$ cat src/rtl/mag_pkg.sv
// Shared constants and types for the magnitude window averager.
// Default geometry: 8-bit samples, 8-deep window (WIN_LOG2 = 3).
// SUM_W is the accumulator width that can never overflow for the default geometry.
package mag_pkg;

  localparam int DEF_DW       = 8;
  localparam int DEF_WIN_LOG2 = 3;
  localparam int SUM_W        = DEF_DW + DEF_WIN_LOG2;

  // Hysteresis alarm states; alarm output is high exactly in ALARM.
  typedef enum logic {
    CLEAR = 1'b0,
    ALARM = 1'b1
  } alarm_st_e;

endpackage

$ cat src/rtl/mag_win_ram.sv
// Ring buffer of the last 2^WIN_LOG2 samples, plus write pointer and fill count.
// Write is registered; o_rdat is an asynchronous read of the slot about to be overwritten.
// No backpressure: one write per cycle whenever i_we is high.
module mag_win_ram
  import mag_pkg::*;
#(
  parameter int DW       = DEF_DW,
  parameter int WIN_LOG2 = DEF_WIN_LOG2
) (
  input  logic          clk,
  input  logic          rst_n,
  input  logic          i_clr,
  input  logic          i_we,
  input  logic [DW-1:0] i_wdat,
  output logic [DW-1:0] o_rdat,
  output logic          o_full
);

  localparam int                N       = 1 << WIN_LOG2;
  localparam logic [WIN_LOG2:0] CNT_MAX = (WIN_LOG2 + 1)'(N);

  logic [DW-1:0]       r_mem [N];
  logic [WIN_LOG2-1:0] r_wr_ptr;
  logic [WIN_LOG2:0]   r_count;
  logic                r_full;

  // The slot at the write pointer holds the oldest sample once the window is full.
  assign o_rdat = r_mem[r_wr_ptr];
  assign o_full = r_full;

  // Sample storage; contents are only trusted where the fill count says so, so no reset.
  always_ff @(posedge clk) begin
    if (i_we) begin
      r_mem[r_wr_ptr] <= i_wdat;
    end
  end

  // Write pointer wraps naturally; count saturates at N and drives full.
  always_ff @(posedge clk or negedge rst_n) begin
    if (!rst_n) begin
      r_wr_ptr <= '0;
      r_count  <= '0;
      r_full   <= 1'b0;
    end else if (i_clr) begin
      r_wr_ptr <= '0;
      r_count  <= '0;
      r_full   <= 1'b0;
    end else if (i_we) begin
      r_wr_ptr <= r_wr_ptr + 1'b1;
      if (!r_full) begin
        r_count <= r_count + 1'b1;
        r_full  <= (r_count == (CNT_MAX - 1'b1));
      end
    end
  end

endmodule

$ cat src/rtl/mag_window_avg.sv
// Sliding-window moving average, peak hold and hysteresis alarm on magnitude samples.
// Latency 2 edges from accepted sample to avg_out/avg_valid; full throughput, no backpressure.
// Optional MAG_AVG_ROUND_EN: round-half-up average instead of truncation (saturating).
module mag_window_avg
  import mag_pkg::*;
#(
  parameter int DW       = DEF_DW,
  parameter int WIN_LOG2 = DEF_WIN_LOG2
) (
  input  logic          clk,
  input  logic          rst_n,
  input  logic          ena,
  input  logic          clr,
  input  logic          in_valid,
  input  logic [DW-1:0] in_mag,
  input  logic [DW-1:0] thresh_hi,
  input  logic [DW-1:0] thresh_lo,
  output logic [DW-1:0] avg_out,
  output logic          avg_valid,
  output logic [DW-1:0] peak_out,
  output logic          alarm,
  output logic          full
);

  localparam int SW = DW + WIN_LOG2;

  logic          w_accept;
  logic          w_clr;
  logic          w_fire;
  logic          w_full;
  logic [DW-1:0] w_oldest_raw;
  logic [DW-1:0] w_oldest;
  logic [DW-1:0] w_avg_next;

  logic [SW-1:0] r_sum;
  logic          r_pend;
  logic [DW-1:0] r_avg;
  logic          r_avg_vld;
  logic [DW-1:0] r_peak;
  logic          r_alarm;
  alarm_st_e     r_state;

  // clr wins over a simultaneous sample; ena low freezes everything.
  assign w_accept = ena & ~clr & in_valid;
  assign w_clr    = ena & clr;
  // Second-stage update owed to the sample accepted on the previous enabled edge.
  assign w_fire   = ena & ~clr & r_pend;
  // Until the window is full nothing is evicted: missing entries count as zero.
  assign w_oldest = w_full ? w_oldest_raw : '0;

  mag_win_ram #(
    .DW       (DW),
    .WIN_LOG2 (WIN_LOG2)
  ) u_ram (
    .clk    (clk),
    .rst_n  (rst_n),
    .i_clr  (w_clr),
    .i_we   (w_accept),
    .i_wdat (in_mag),
    .o_rdat (w_oldest_raw),
    .o_full (w_full)
  );

`ifdef MAG_AVG_ROUND_EN
  // One extra bit so adding half an LSB cannot wrap; clamp to the output range.
  logic [SW:0] w_rnd_sum;
  logic [SW:0] w_rnd_shift;
  assign w_rnd_sum   = {1'b0, r_sum} + (SW + 1)'(1 << (WIN_LOG2 - 1));
  assign w_rnd_shift = w_rnd_sum >> WIN_LOG2;
  assign w_avg_next  = (w_rnd_shift > (SW + 1)'({DW{1'b1}})) ? {DW{1'b1}}
                                                             : w_rnd_shift[DW-1:0];
`else
  // Truncating divide by the window depth.
  assign w_avg_next = DW'(r_sum >> WIN_LOG2);
`endif

  // Running window sum: add the new sample, drop the one it overwrites.
  always_ff @(posedge clk or negedge rst_n) begin
    if (!rst_n) begin
      r_sum <= '0;
    end else if (w_clr) begin
      r_sum <= '0;
    end else if (w_accept) begin
      r_sum <= r_sum + SW'(in_mag) - SW'(w_oldest);
    end
  end

  // Peak hold over every accepted sample since reset or clr.
  always_ff @(posedge clk or negedge rst_n) begin
    if (!rst_n) begin
      r_peak <= '0;
    end else if (w_clr) begin
      r_peak <= '0;
    end else if (w_accept && (in_mag > r_peak)) begin
      r_peak <= in_mag;
    end
  end

  // Average stage: publish sum/N one edge after the sum moved; valid only from a full window.
  always_ff @(posedge clk or negedge rst_n) begin
    if (!rst_n) begin
      r_pend    <= 1'b0;
      r_avg     <= '0;
      r_avg_vld <= 1'b0;
    end else if (!ena) begin
      r_avg_vld <= 1'b0;
    end else if (clr) begin
      r_pend    <= 1'b0;
      r_avg     <= '0;
      r_avg_vld <= 1'b0;
    end else begin
      r_pend    <= in_valid;
      r_avg_vld <= r_pend & w_full;
      if (r_pend) begin
        r_avg <= w_avg_next;
      end
    end
  end

  // Hysteresis alarm, judged on the average being published this edge; set beats clear.
  always_ff @(posedge clk or negedge rst_n) begin
    if (!rst_n) begin
      r_state <= CLEAR;
      r_alarm <= 1'b0;
    end else if (w_clr) begin
      r_state <= CLEAR;
      r_alarm <= 1'b0;
    end else if (w_fire && w_full) begin
      case (r_state)
        CLEAR: begin
          if (w_avg_next >= thresh_hi) begin
            r_state <= ALARM;
            r_alarm <= 1'b1;
          end
        end
        ALARM: begin
          if ((w_avg_next < thresh_hi) && (w_avg_next <= thresh_lo)) begin
            r_state <= CLEAR;
            r_alarm <= 1'b0;
          end
        end
        default: begin
          r_state <= CLEAR;
          r_alarm <= 1'b0;
        end
      endcase
    end
  end

  assign avg_out   = r_avg;
  assign avg_valid = r_avg_vld;
  assign peak_out  = r_peak;
  assign alarm     = r_alarm;
  assign full      = w_full;

endmodule
$ cat config.mk
export PLATFORM = sky130hd
export DESIGN_NAME = mag_window_avg
export DESIGN_NICKNAME = d
export VERILOG_FILES = /design/src/rtl/mag_pkg.sv /design/src/rtl/mag_win_ram.sv /design/src/rtl/mag_window_avg.sv
export SDC_FILE = /design/constraint.sdc
export NUM_CORES = 1
export LEC_CHECK = 0
export CORE_ASPECT_RATIO = 2
export CORE_MARGIN = 4
export CORE_UTILIZATION = 62
export CTS_CLUSTER_SIZE = 40
export DETAILED_ROUTE_END_ITERATION = 7
export GPL_ROUTABILITY_DRIVEN = 0
export PLACE_DENSITY_LB_ADDON = 0.25
export SLEW_MARGIN = 20
export SYNTH_ARGS = -nofsm -noshare
export SYNTH_HDL_FRONTEND = slang
export SYNTH_SLANG_ARGS = --single-unit
$ cat constraint.sdc
create_clock -name clk -period 6.14 [get_ports clk]
set_clock_uncertainty 0.1 [all_clocks]
set_input_delay 0.614 -clock clk [delete_from_list [all_inputs] [get_ports clk]]
set_output_delay 0.614 -clock clk [all_outputs]
set_load 0.01 [all_outputs]
==> impl_metrics.env, run 1 <==
export IMPL_regToRegSetupSlack_ns=1.98
export IMPL_internal_power_uw=1400
export IMPL_cts_resized=0
export IMPL_antennaDiodeCount=0
export IMPL_num_vias=3964
export IMPL_path_class="reg -> reg"
export IMPL_hpwl_um=9230
export IMPL_p_seq_share_pct=41.4
export IMPL_worst_pin_slew_ns=0.971
export IMPL_placementRows=48
export IMPL_rsz0062_at_grt="no"
export IMPL_r2r_cells=13
export IMPL_maxCapViolations=0
export IMPL_io_buffers=47
export IMPL_drive_gt1_share_pct=6.59
export IMPL_worstSetupStartpoint="u_ram.r_wr_ptr[0]"
export IMPL_setup_tns_ns=0
export IMPL_die_height_um=142
export IMPL_fmax_mhz=241
export IMPL_slowest_delay_ns=0.80
export IMPL_synthArstFlopShare_pct=37.9
export IMPL_hp_class="in -> async"
export IMPL_detail_route_vias_per_cell=6.14
export IMPL_dr_pass1_iters=4
export IMPL_cts_htree_levels=3
export IMPL_fin_crit_sh_pct=67.7
export IMPL_synth_adder_area_share_pct=11.2
export IMPL_synth_top_family_by_area="compound AO/OA/AOI/OAI gates"
export IMPL_cts_made_buffers=9
export IMPL_grt_use_total_pct=25.0
export IMPL_end_kind="flip-flop"
export IMPL_cts_root_buf="clkbuf_16"
export IMPL_crit_chain="buf_4 -> mux2i_1 -> o22ai_1 -> o21a_1 -> fa_1 -> inv_1 -> ha_1 -> a21o_1 -> a21oi_1 -> nand2b_1 -> a211oi_1 -> or4_1 -> nand3_1"
export IMPL_worstSkewPairLatency_ns=0.34
export IMPL_finalNetCount=615
export IMPL_pin_count=48
export IMPL_yosysTopAreaCell="edfxtp_1"
export IMPL_yosys_area_share_simple_pct=10.0
export IMPL_setup_violations=0
export IMPL_antenna_found_initial=0
export IMPL_synth_area_leaders="edfxtp_1 (35%), dfrtp_1 (18%), ha_1 (8.3%), mux2i_1 (4.7%), inv_1 (4.7%)"
export IMPL_gr_total_overflow=0
export IMPL_core_mm2=0.00871
export IMPL_hold_viol=0
export IMPL_ys_ff_latch=103
export IMPL_worstPathRequired_ns=6.32
export IMPL_syn_nets=571
export IMPL_grt_pass1_wl_um=19700
export IMPL_r2r_end="r_sum[7]"
export IMPL_synth_compound_area_share_pct=13.0
export IMPL_reg2reg_from="u_ram.r_wr_ptr[0]"
export IMPL_multiInputGateArea_mm2=0.00231
export IMPL_combPwrFrac_pct=31.3
export IMPL_power_density_mw_per_mm2=328
export IMPL_synth_xor_area_share_pct=1.10
export IMPL_regArea_mm2=0.00290
export IMPL_syn_avg_cell_area_um2=11.2
export IMPL_n_fill_cell=561
export IMPL_ys_types=55
export IMPL_cts_tree="built"
export IMPL_antenna_left=0
export IMPL_postCtsSetupBuffers=0
export IMPL_cp_max_fo=21
export IMPL_die_w_um=75.0
export IMPL_switching_share_pct=33.4
export IMPL_clk_pin_slew_ns=0.07
export IMPL_cts_hold_fix_buffers=0
export IMPL_drtIter0Drc=286
export IMPL_cts_sinks=103
export IMPL_synth_top_area_share_pct=34.6
export IMPL_cp_data_arrival_time_ns=4.33
export IMPL_slew_viol_final=0
export IMPL_wl_per_cell_um=19.3
export IMPL_switchingPower_uw=701
export IMPL_synth_flop_cell="edfxtp_1"
export IMPL_yosysWarnings=0
export IMPL_p_clk_share_pct=27.3
export IMPL_vdd_drop_max_uv=205
export IMPL_ys_seq_area_share_pct=52.1
export IMPL_synth_edf_count=64
export IMPL_wl_um=12400
export IMPL_cts_buffer_depth=2
export IMPL_relSlewSlack_pct=35.3
export IMPL_grt_max_degree=40
export IMPL_syn2layout_area_growth_pct=15.3
export IMPL_outcome="finished clean"
export IMPL_die_area_mm2=0.0106
export IMPL_drc=0
export IMPL_power_leakage_uw=0.00267
export IMPL_fin_crit_ns=4.16
export IMPL_slowest_stage="dfrtp_1"
export IMPL_post_route_util_pct=73.6
export IMPL_synthMuxAreaShare_pct=6.30
export IMPL_cp_start_kind="flip-flop"
export IMPL_grt_pass1_vias=4093
export IMPL_syn_inst=497
export IMPL_mappedNetlistArea_mm2=0.00556
export IMPL_initial_utilization_pct=63.8
worst max-delay path, delay by kind of cell, from the launching register on:
family	cells	cell delay, ns
adder cells (fa/ha/maj)	2	0.82
flip-flops	1	0.80
AO/OA/AOI/OAI	5	0.84
multiplexers	1	0.27
AND/OR/NAND/NOR	3	0.79
buffers and inverters	2	0.46
cell families after synthesis:
logic type	after synthesis
AO/OA/AOI/OAI	107
AND/OR/NAND/NOR	113
XOR/XNOR	7
buffers and inverters	90
multiplexers	32
flip-flops	103
adder cells (fa/ha/maj)	45
metrics by stage:
| step | worst slack (ns) | total power (µW) | area (µm²) | hold slack (ns) | cells |
|---|---|---|---|---|---|
| 5_1_grt | 1.81 | 2210 | 6410 | 0.366 | 646 |
| 3_5_place_dp | 2.00 | 1530 | 6110 | 0.388 | 630 |
| 3_3_place_gp | 2.09 | 1500 | 6110 | 0.383 | 630 |
| 6_report | 1.98 | 2100 | 6410 | 0.308 | 646 |
| 2_1_floorplan | 2.69 | 1320 | 5560 | 0.218 | 497 |
| 4_1_cts | 1.99 | 2100 | 6410 | 0.331 | 646 |
area by class of cell:
type,count,share of cell area [%]
Tap cell,100,1.95
Timing Repair Buffer,53,7.97
Multi-Input combinational cell,304,36.1
Inverter,70,4.10
Clock buffer,10,3.57
Sequential cell,103,45.2
Clock inverter,6,1.07
flip-flops by register name (all words and copies together) (netlist names):
register	cells
avg_out	8
u_ram.o_full	1
r_pend	1
alarm	1
avg_valid	1
r_state	1
u_ram.r_wr_ptr	3
r_sum	11
u_ram.r_mem	64
peak_out	8
u_ram.r_count	4
worst max-delay path by stage:
| stage | end | slack, ns | cells after the start |
|---|---|---|---|
| global route | r_sum[7] | 1.81 | 13 |
| finish | r_sum[7] | 1.98 | 13 |
| CTS | r_sum[7] | 1.99 | 13 |
| detailed placement | r_sum[7] | 2.00 | 13 |
| global placement | r_sum[7] | 2.09 | 13 |
| floorplan | r_sum[10] | 2.69 | 18 |
layout by cell type (no fill, tap or decap), types with 7 or more instances in the layout:
| cell type | count |
|---|---|
| inv_1 | 69 |
| edfxtp_1 | 64 |
| clkdlybuf4s50_1 | 46 |
| dfrtp_1 | 39 |
| ha_1 | 37 |
| nand2_1 | 33 |
| mux2i_1 | 26 |
| nor2_1 | 23 |
| o21ai_0 | 22 |
| a21oi_1 | 15 |
| o22ai_1 | 15 |
| nand3_1 | 14 |
| a22oi_1 | 11 |
| nor2b_1 | 9 |
| clkbuf_16 | 9 |
| fa_1 | 8 |
| o21a_1 | 7 |
power by group through the flow:
stage	combinational, µW	clock [µW]	sequential, µW
global placement	620	0	880
finish	657	573	869
CTS	654	576	868
global route	738	603	873
detailed placement	648	0	881
floorplan	466	0	850
cell usage after synthesis, types with 7 or more instances:
cell type	instances
nand3_1	14
a22oi_1	11
o21a_1	7
a21oi_1	15
dfrtp_1	39
nor2b_1	9
o21ai_0	22
inv_1	69
o22ai_1	15
ha_1	37
edfxtp_1	64
buf_2	8
nor2_1	23
clkbuf_1	10
fa_1	8
nand2_1	33
mux2i_1	26
per-layer routing:
metal  routed length (µm)  part of all wire (%)  global-route usage [%]  up-vias
met5                    0                     0                       0        -
met3                  559                   4.5                    3.76       40
met4                  518                   4.2                    11.8        0
met2                 7060                    57                    45.7      151
met1                 4310                    35                    26.6     1922
li1                     -                     -                       -     1851
Note: power is estimated with default switching activity, not from simulation.
==> inputs of run 2 (changes only) <==
--- a/config.mk
+++ b/config.mk
@@ -7,7 +7,7 @@
 export LEC_CHECK = 0
 export CORE_ASPECT_RATIO = 2
 export CORE_MARGIN = 4
-export CORE_UTILIZATION = 62
+export CORE_UTILIZATION = 53
 export CTS_CLUSTER_SIZE = 40
 export DETAILED_ROUTE_END_ITERATION = 7
 export GPL_ROUTABILITY_DRIVEN = 0
==> constraint.sdc (replaced) <==
create_clock -name clk -period 3.6 [get_ports clk]
set_clock_uncertainty 0.1 [all_clocks]
set_input_delay 0.36 -clock clk [delete_from_list [all_inputs] [get_ports clk]]
set_output_delay 0.36 -clock clk [all_outputs]
set_load 0.01 [all_outputs]
==> impl_metrics.env, run 2 (synthesis gave the netlist of run 1 again) <==
export IMPL_outcome="finished clean"
export IMPL_detail_route_vias_per_cell=5.70
export IMPL_power_density_mw_per_mm2=543
export IMPL_n_fill_cell=787
export IMPL_maxCapViolations=0
export IMPL_clk_pin_slew_ns=0.07
export IMPL_crit_chain="buf_6 -> mux2i_1 -> nor2_1 -> a31oi_1 -> o22ai_1 -> o21a_1 -> ha_1 -> inv_1 -> ha_1 -> inv_1 -> fa_2 -> nor2b_2 -> o31a_1 -> nor4b_4 -> or3_4 -> a211oi_2 -> nand2b_1"
export IMPL_grt_max_degree=40
export IMPL_cts_sinks=103
export IMPL_p_seq_share_pct=39.3
export IMPL_hpwl_um=10300
export IMPL_whs_ns=0.0527
export IMPL_die_height_um=153
export IMPL_worst_slack_ns=0.108
export IMPL_antennaDiodeCount=0
export IMPL_internal_power_uw=2480
export IMPL_cts_root_buf="clkbuf_16"
export IMPL_grt_pass1_vias=4273
export IMPL_cp_start_kind="flip-flop"
export IMPL_largest_register="u_ram.r_mem"
export IMPL_drtIter0Drc=251
export IMPL_cts_buffer_depth=2
export IMPL_io_buffers=47
export IMPL_antenna_found_initial=0
export IMPL_finalNetCount=654
export IMPL_vdd_drop_max_uv=322
export IMPL_worstPathRequired_ns=3.78
export IMPL_grt_pass1_wl_um=21600
export IMPL_initial_utilization_pct=54.4
export IMPL_final_cell_mix="inv_1 (69), edfxtp_1 (64), clkdlybuf4s50_1 (46), buf_4 (38), dfrtp_1 (36)"
export IMPL_place_area_mm2=0.00640
export IMPL_die_w_um=80.4
export IMPL_num_vias=4107
export IMPL_p_clk_share_pct=24.2
export IMPL_end_kind="flip-flop"
export IMPL_p_total_uw=3750
export IMPL_cts_htree_levels=3
export IMPL_cts_tree="built"
export IMPL_core_mm2=0.0102
export IMPL_fin_crit_sh_pct=97.0
export IMPL_largest_reg_flops=64
export IMPL_drive_gt1_share_pct=16.6
export IMPL_hold_viol=0
export IMPL_stdcell_area_mm2=0.00691
export IMPL_combPwrFrac_pct=36.5
export IMPL_hp_class="in -> async"
export IMPL_cp_max_fo=7
export IMPL_placementRows=52
export IMPL_reg_top3="u_ram.r_mem x64, r_sum x11"
export IMPL_relSlewSlack_pct=38.3
export IMPL_gr_total_overflow=0
export IMPL_switchingPower_uw=1260
export IMPL_post_place_ws_ns=-0.116
export IMPL_grt_use_total_pct=23.2
export IMPL_layout_commonest_cell="inv_1"
export IMPL_cts_hold_fix_buffers=0
export IMPL_wl_um=13700
export IMPL_power_leakage_uw=0.00288
export IMPL_slew_viol_final=0
export IMPL_setup_violations=0
export IMPL_regToRegSetupSlack_ns=0.11
export IMPL_cts_made_buffers=9
export IMPL_drc=0
export IMPL_dr_pass1_iters=4
export IMPL_wl_per_cell_um=19.0
export IMPL_cp_data_arrival_time_ns=3.67
export IMPL_fmax_mhz=286
export IMPL_path_class="reg -> reg"
export IMPL_switching_share_pct=33.7
export IMPL_worstSkewPairLatency_ns=0.34
export IMPL_syn2layout_area_growth_pct=24.3
export IMPL_rsz0062_at_grt="yes"
export IMPL_worst_pin_slew_ns=0.925
export IMPL_slowest_delay_ns=0.50
export IMPL_die_area_mm2=0.0123
export IMPL_pin_count=48
export IMPL_antenna_left=0
export IMPL_setup_tns_ns=0
export IMPL_slowest_stage="dfrtp_2"
export IMPL_fin_crit_ns=3.49
## run 2: metrics by stage
step / instances / utilization (%)
4_1_cts: 708 / 65.4
6_report: 720 / 67.6
3_5_place_dp: 692 / 62.7
2_1_floorplan: 497 / -
5_1_grt: 720 / 67.6
3_3_place_gp: 692 / 62.7
## run 2: area by class of cell
class	count	area, µm²	area share [%]
clock inverters	6	45.0	0.652
repair buffers	92	865	12.5
well taps	135	169	2.45
inverters	70	263	3.80
flip-flops and latches	103	2900	42.0
clock buffers	10	229	3.32
multi-input cells	304	2430	35.3
## run 2: critical path, delay by kind of cell (launching register included)
family | cells | cell delay, ns
fa+ha+maj | 3 | 0.81
buf+inv | 3 | 0.25
compound gates | 5 | 0.85
flops | 1 | 0.50
mux | 1 | 0.17
simple gates | 5 | 0.76
## run 2: worst paths after layout
kind | startpoint | depth (start not counted) | to
worst min-delay path | rst_n | 1 | avg_out[1]
max in group asynchronous | rst_n | 1 | u_ram.r_wr_ptr[2]
worst max register to register | u_ram.r_wr_ptr[2] | 17 | r_sum[10]
worst min register to register | r_sum[2] | 2 | r_sum[2]
worst max-delay path | u_ram.r_wr_ptr[2] | 17 | r_sum[10]
min in group clk | r_sum[2] | 2 | r_sum[2]
## run 2: power by group through the flow
stage          registers (µW)  clock network, µW  logic (µW)
2_1_floorplan            1450                  0         794
6_report                 1470                906        1370
3_5_place_dp             1490                  0        1190
5_1_grt                  1480                965        1530
3_3_place_gp             1490                  0        1150
4_1_cts                  1470                917        1200
## run 2: routing by layer
metal	GRT usage (%)	part of all wire, %	up-vias
met5	0	0	-
met4	13.7	5.8	0
met3	3.36	3.6	45
met2	41.9	56	132
met1	24.7	35	1993
li1	-	-	1937
## run 2: timing repair
item,in CTS,in global routing
resized for setup,3,29
setup buffers,0,12
hold endpoints to repair,0,0
pin swaps,0,13
endpoints found under the setup margin,1,5
==> inputs of run 3 (changes only) <==
--- a/config.mk
+++ b/config.mk
@@ -11,7 +11,7 @@
 export CTS_CLUSTER_SIZE = 40
 export DETAILED_ROUTE_END_ITERATION = 7
 export GPL_ROUTABILITY_DRIVEN = 0
-export PLACE_DENSITY_LB_ADDON = 0.25
+export PLACE_DENSITY = 0.77
 export SLEW_MARGIN = 20
 export SYNTH_ARGS = -nofsm -noshare
 export SYNTH_HDL_FRONTEND = slang
==> constraint.sdc (replaced) <==
create_clock -name clk -period 3.6 [get_ports clk]
set_clock_uncertainty 0.1 [all_clocks]
set_input_delay 0.36 -clock clk [delete_from_list [all_inputs] [get_ports clk]]
set_output_delay 0.36 -clock clk [all_outputs]
set_load 0.1 [all_outputs]
==> impl_metrics.env, run 3 (synthesis gave the netlist of run 1 again) <==
export IMPL_gr_total_overflow=0
export IMPL_initial_utilization_pct=54.4
export IMPL_die_height_um=153
export IMPL_cts_htree_levels=3
export IMPL_grt_use_met2_pct=41.5
export IMPL_grt_max_degree=40
export IMPL_cp_max_fo=6
export IMPL_core_mm2=0.0102
export IMPL_cp_data_arrival_time_ns=3.67
export IMPL_largest_register="u_ram.r_mem"
export IMPL_critPathTopFamily="simple AND/OR/NAND/NOR gates"
export IMPL_met3_usage_pct=3.71
export IMPL_io_buffers=47
export IMPL_fmax_mhz=283
export IMPL_end_kind="flip-flop"
export IMPL_die_w_um=80.4
export IMPL_clk_pin_slew_ns=0.07
export IMPL_cts_sinks=103
export IMPL_drtIter0Drc=302
export IMPL_syn2layout_area_growth_pct=20.7
export IMPL_slowest_delay_ns=0.47
export IMPL_reg_top3="u_ram.r_mem x64, r_sum x11"
export IMPL_power_leakage_uw=0.00282
export IMPL_placementRows=52
export IMPL_worst_pin_slew_ns=0.989
export IMPL_final_cell_mix="inv_1 (69), edfxtp_1 (64), clkdlybuf4s50_1 (45), ha_1 (36), dfrtp_1 (36)"
export IMPL_finalNetCount=644
export IMPL_setup_violations=0
export IMPL_num_vias=4084
export IMPL_path_class="reg -> reg"
export IMPL_place_area_mm2=0.00635
export IMPL_worstSkewPairLatency_ns=0.35
export IMPL_dp_cells=688
export IMPL_slew_viol_final=0
export IMPL_wl_per_cell_um=18.6
export IMPL_vdd_drop_max_uv=360
export IMPL_cts_hold_fix_buffers=0
export IMPL_grt_pass1_vias=4225
export IMPL_fin_cells=710
export IMPL_antenna_left=0
export IMPL_layout_commonest_cell="inv_1"
export IMPL_pin_count=48
export IMPL_maxCapViolations=0
export IMPL_grt_busiest_layer="met2"
export IMPL_grt_use_met1_pct=24.4
export IMPL_antenna_found_initial=0
export IMPL_cts_made_buffers=9
export IMPL_cts_buffer_depth=2
export IMPL_path_buf_inv=1
export IMPL_crit_chain="clkbuf_2 -> or2_2 -> o22ai_1 -> o21a_1 -> fa_2 -> fa_2 -> nor2b_4 -> o31a_1 -> nor4b_2 -> or3_1 -> a41oi_1 -> nand2b_1"
export IMPL_die_area_mm2=0.0123
export IMPL_setup_tns_ns=0
export IMPL_hp_class="in -> async"
export IMPL_hold_viol=0
export IMPL_worstPathRequired_ns=3.73
export IMPL_drc=0
export IMPL_drive_gt1_share_pct=13.4
export IMPL_largest_reg_flops=64
export IMPL_grt_pass1_wl_um=21100
export IMPL_cts_tree="built"
export IMPL_cts_root_buf="clkbuf_16"
export IMPL_power_density_mw_per_mm2=573
export IMPL_slowest_stage="dfrtp_2"
export IMPL_detail_route_vias_per_cell=5.75
export IMPL_dr_pass1_iters=4
export IMPL_wl_um=13200
export IMPL_antennaDiodeCount=0
export IMPL_fin_crit_ns=3.54
export IMPL_fin_crit_sh_pct=98.3
export IMPL_grt_use_total_pct=22.5
export IMPL_relSlewSlack_pct=33.9
export IMPL_crit_path_frequent_cell="fa_2"
export IMPL_cp_start_kind="flip-flop"
export IMPL_whs_ns=0.0498
export IMPL_hpwl_um=9930
export IMPL_stdcell_area_mm2=0.00671
export IMPL_outcome="finished clean"
==> run 3: changes by cell type in the layout (fill, tap and decap cells not counted), moves of 3 or more <==
| cell | delta |
|---|---|
| buf_4 | -7 |
| o22ai_2 | -3 |
| o22ai_1 | +3 |
| ha_4 | -3 |
| ha_1 | +3 |
==> run 3: final cells by class <==
| type | count | area [µm²] |
|---|---|---|
| flip-flops and latches | 103 | 2900 |
| clock buffers | 10 | 229 |
| inverters | 70 | 263 |
| repair buffers | 82 | 756 |
| clock inverters | 6 | 43.8 |
| multi-input cells | 304 | 2350 |
| fillers | 820 | 3510 |
| well taps | 135 | 169 |
==> run 3: report_power, final <==
part / internal [µW] / leakage, µW / switching [µW]
registers: 1340 / 0.00110 / 129
clock network: 474 / 0.000130 / 438
logic: 581 / 0.00159 / 878
==> run 3: timing repair <==
action | CTS | global route
pin swaps | 0 | 6
endpoints found under the setup margin | 4 | 4
setup buffers | 2 | 4
resized for setup | 2 | 16
==> run 3: final timing paths <==
kind	from	endpoint	slack [ns]	depth (start not counted)
max in group asynchronous	rst_n	u_ram.r_wr_ptr[2]	2.70	1
min in group clk	r_sum[1]	r_sum[1]	0.42	2
max	u_ram.r_wr_ptr[2]	r_sum[10]	0.06	12
min	rst_n	u_ram.o_full	0.05	1
min reg2reg	r_sum[1]	r_sum[1]	0.42	2
max reg2reg	u_ram.r_wr_ptr[2]	r_sum[10]	0.06	12
==> run 3: stage by stage <==
step	util (%)	total power, µW	setup WS [ns]
2_1_floorplan	-	2450	0.0691
3_3_place_gp	62.1	2830	0.0870
3_5_place_dp	62.1	2880	-0.0504
4_1_cts	65.0	3790	0.0351
5_1_grt	65.7	4070	-0.00347
6_report	65.7	3840	0.0610
==> run 3: metal layers <==
layer / part of all wire [%] / vias to the layer above / wire length (µm)
met1: 35 / 2003 / 4600
met2: 57 / 131 / 7540
li1: - / 1916 / -
met3: 4.2 / 34 / 554
met5: 0 / - / 0
met4: 3.7 / 0 / 489
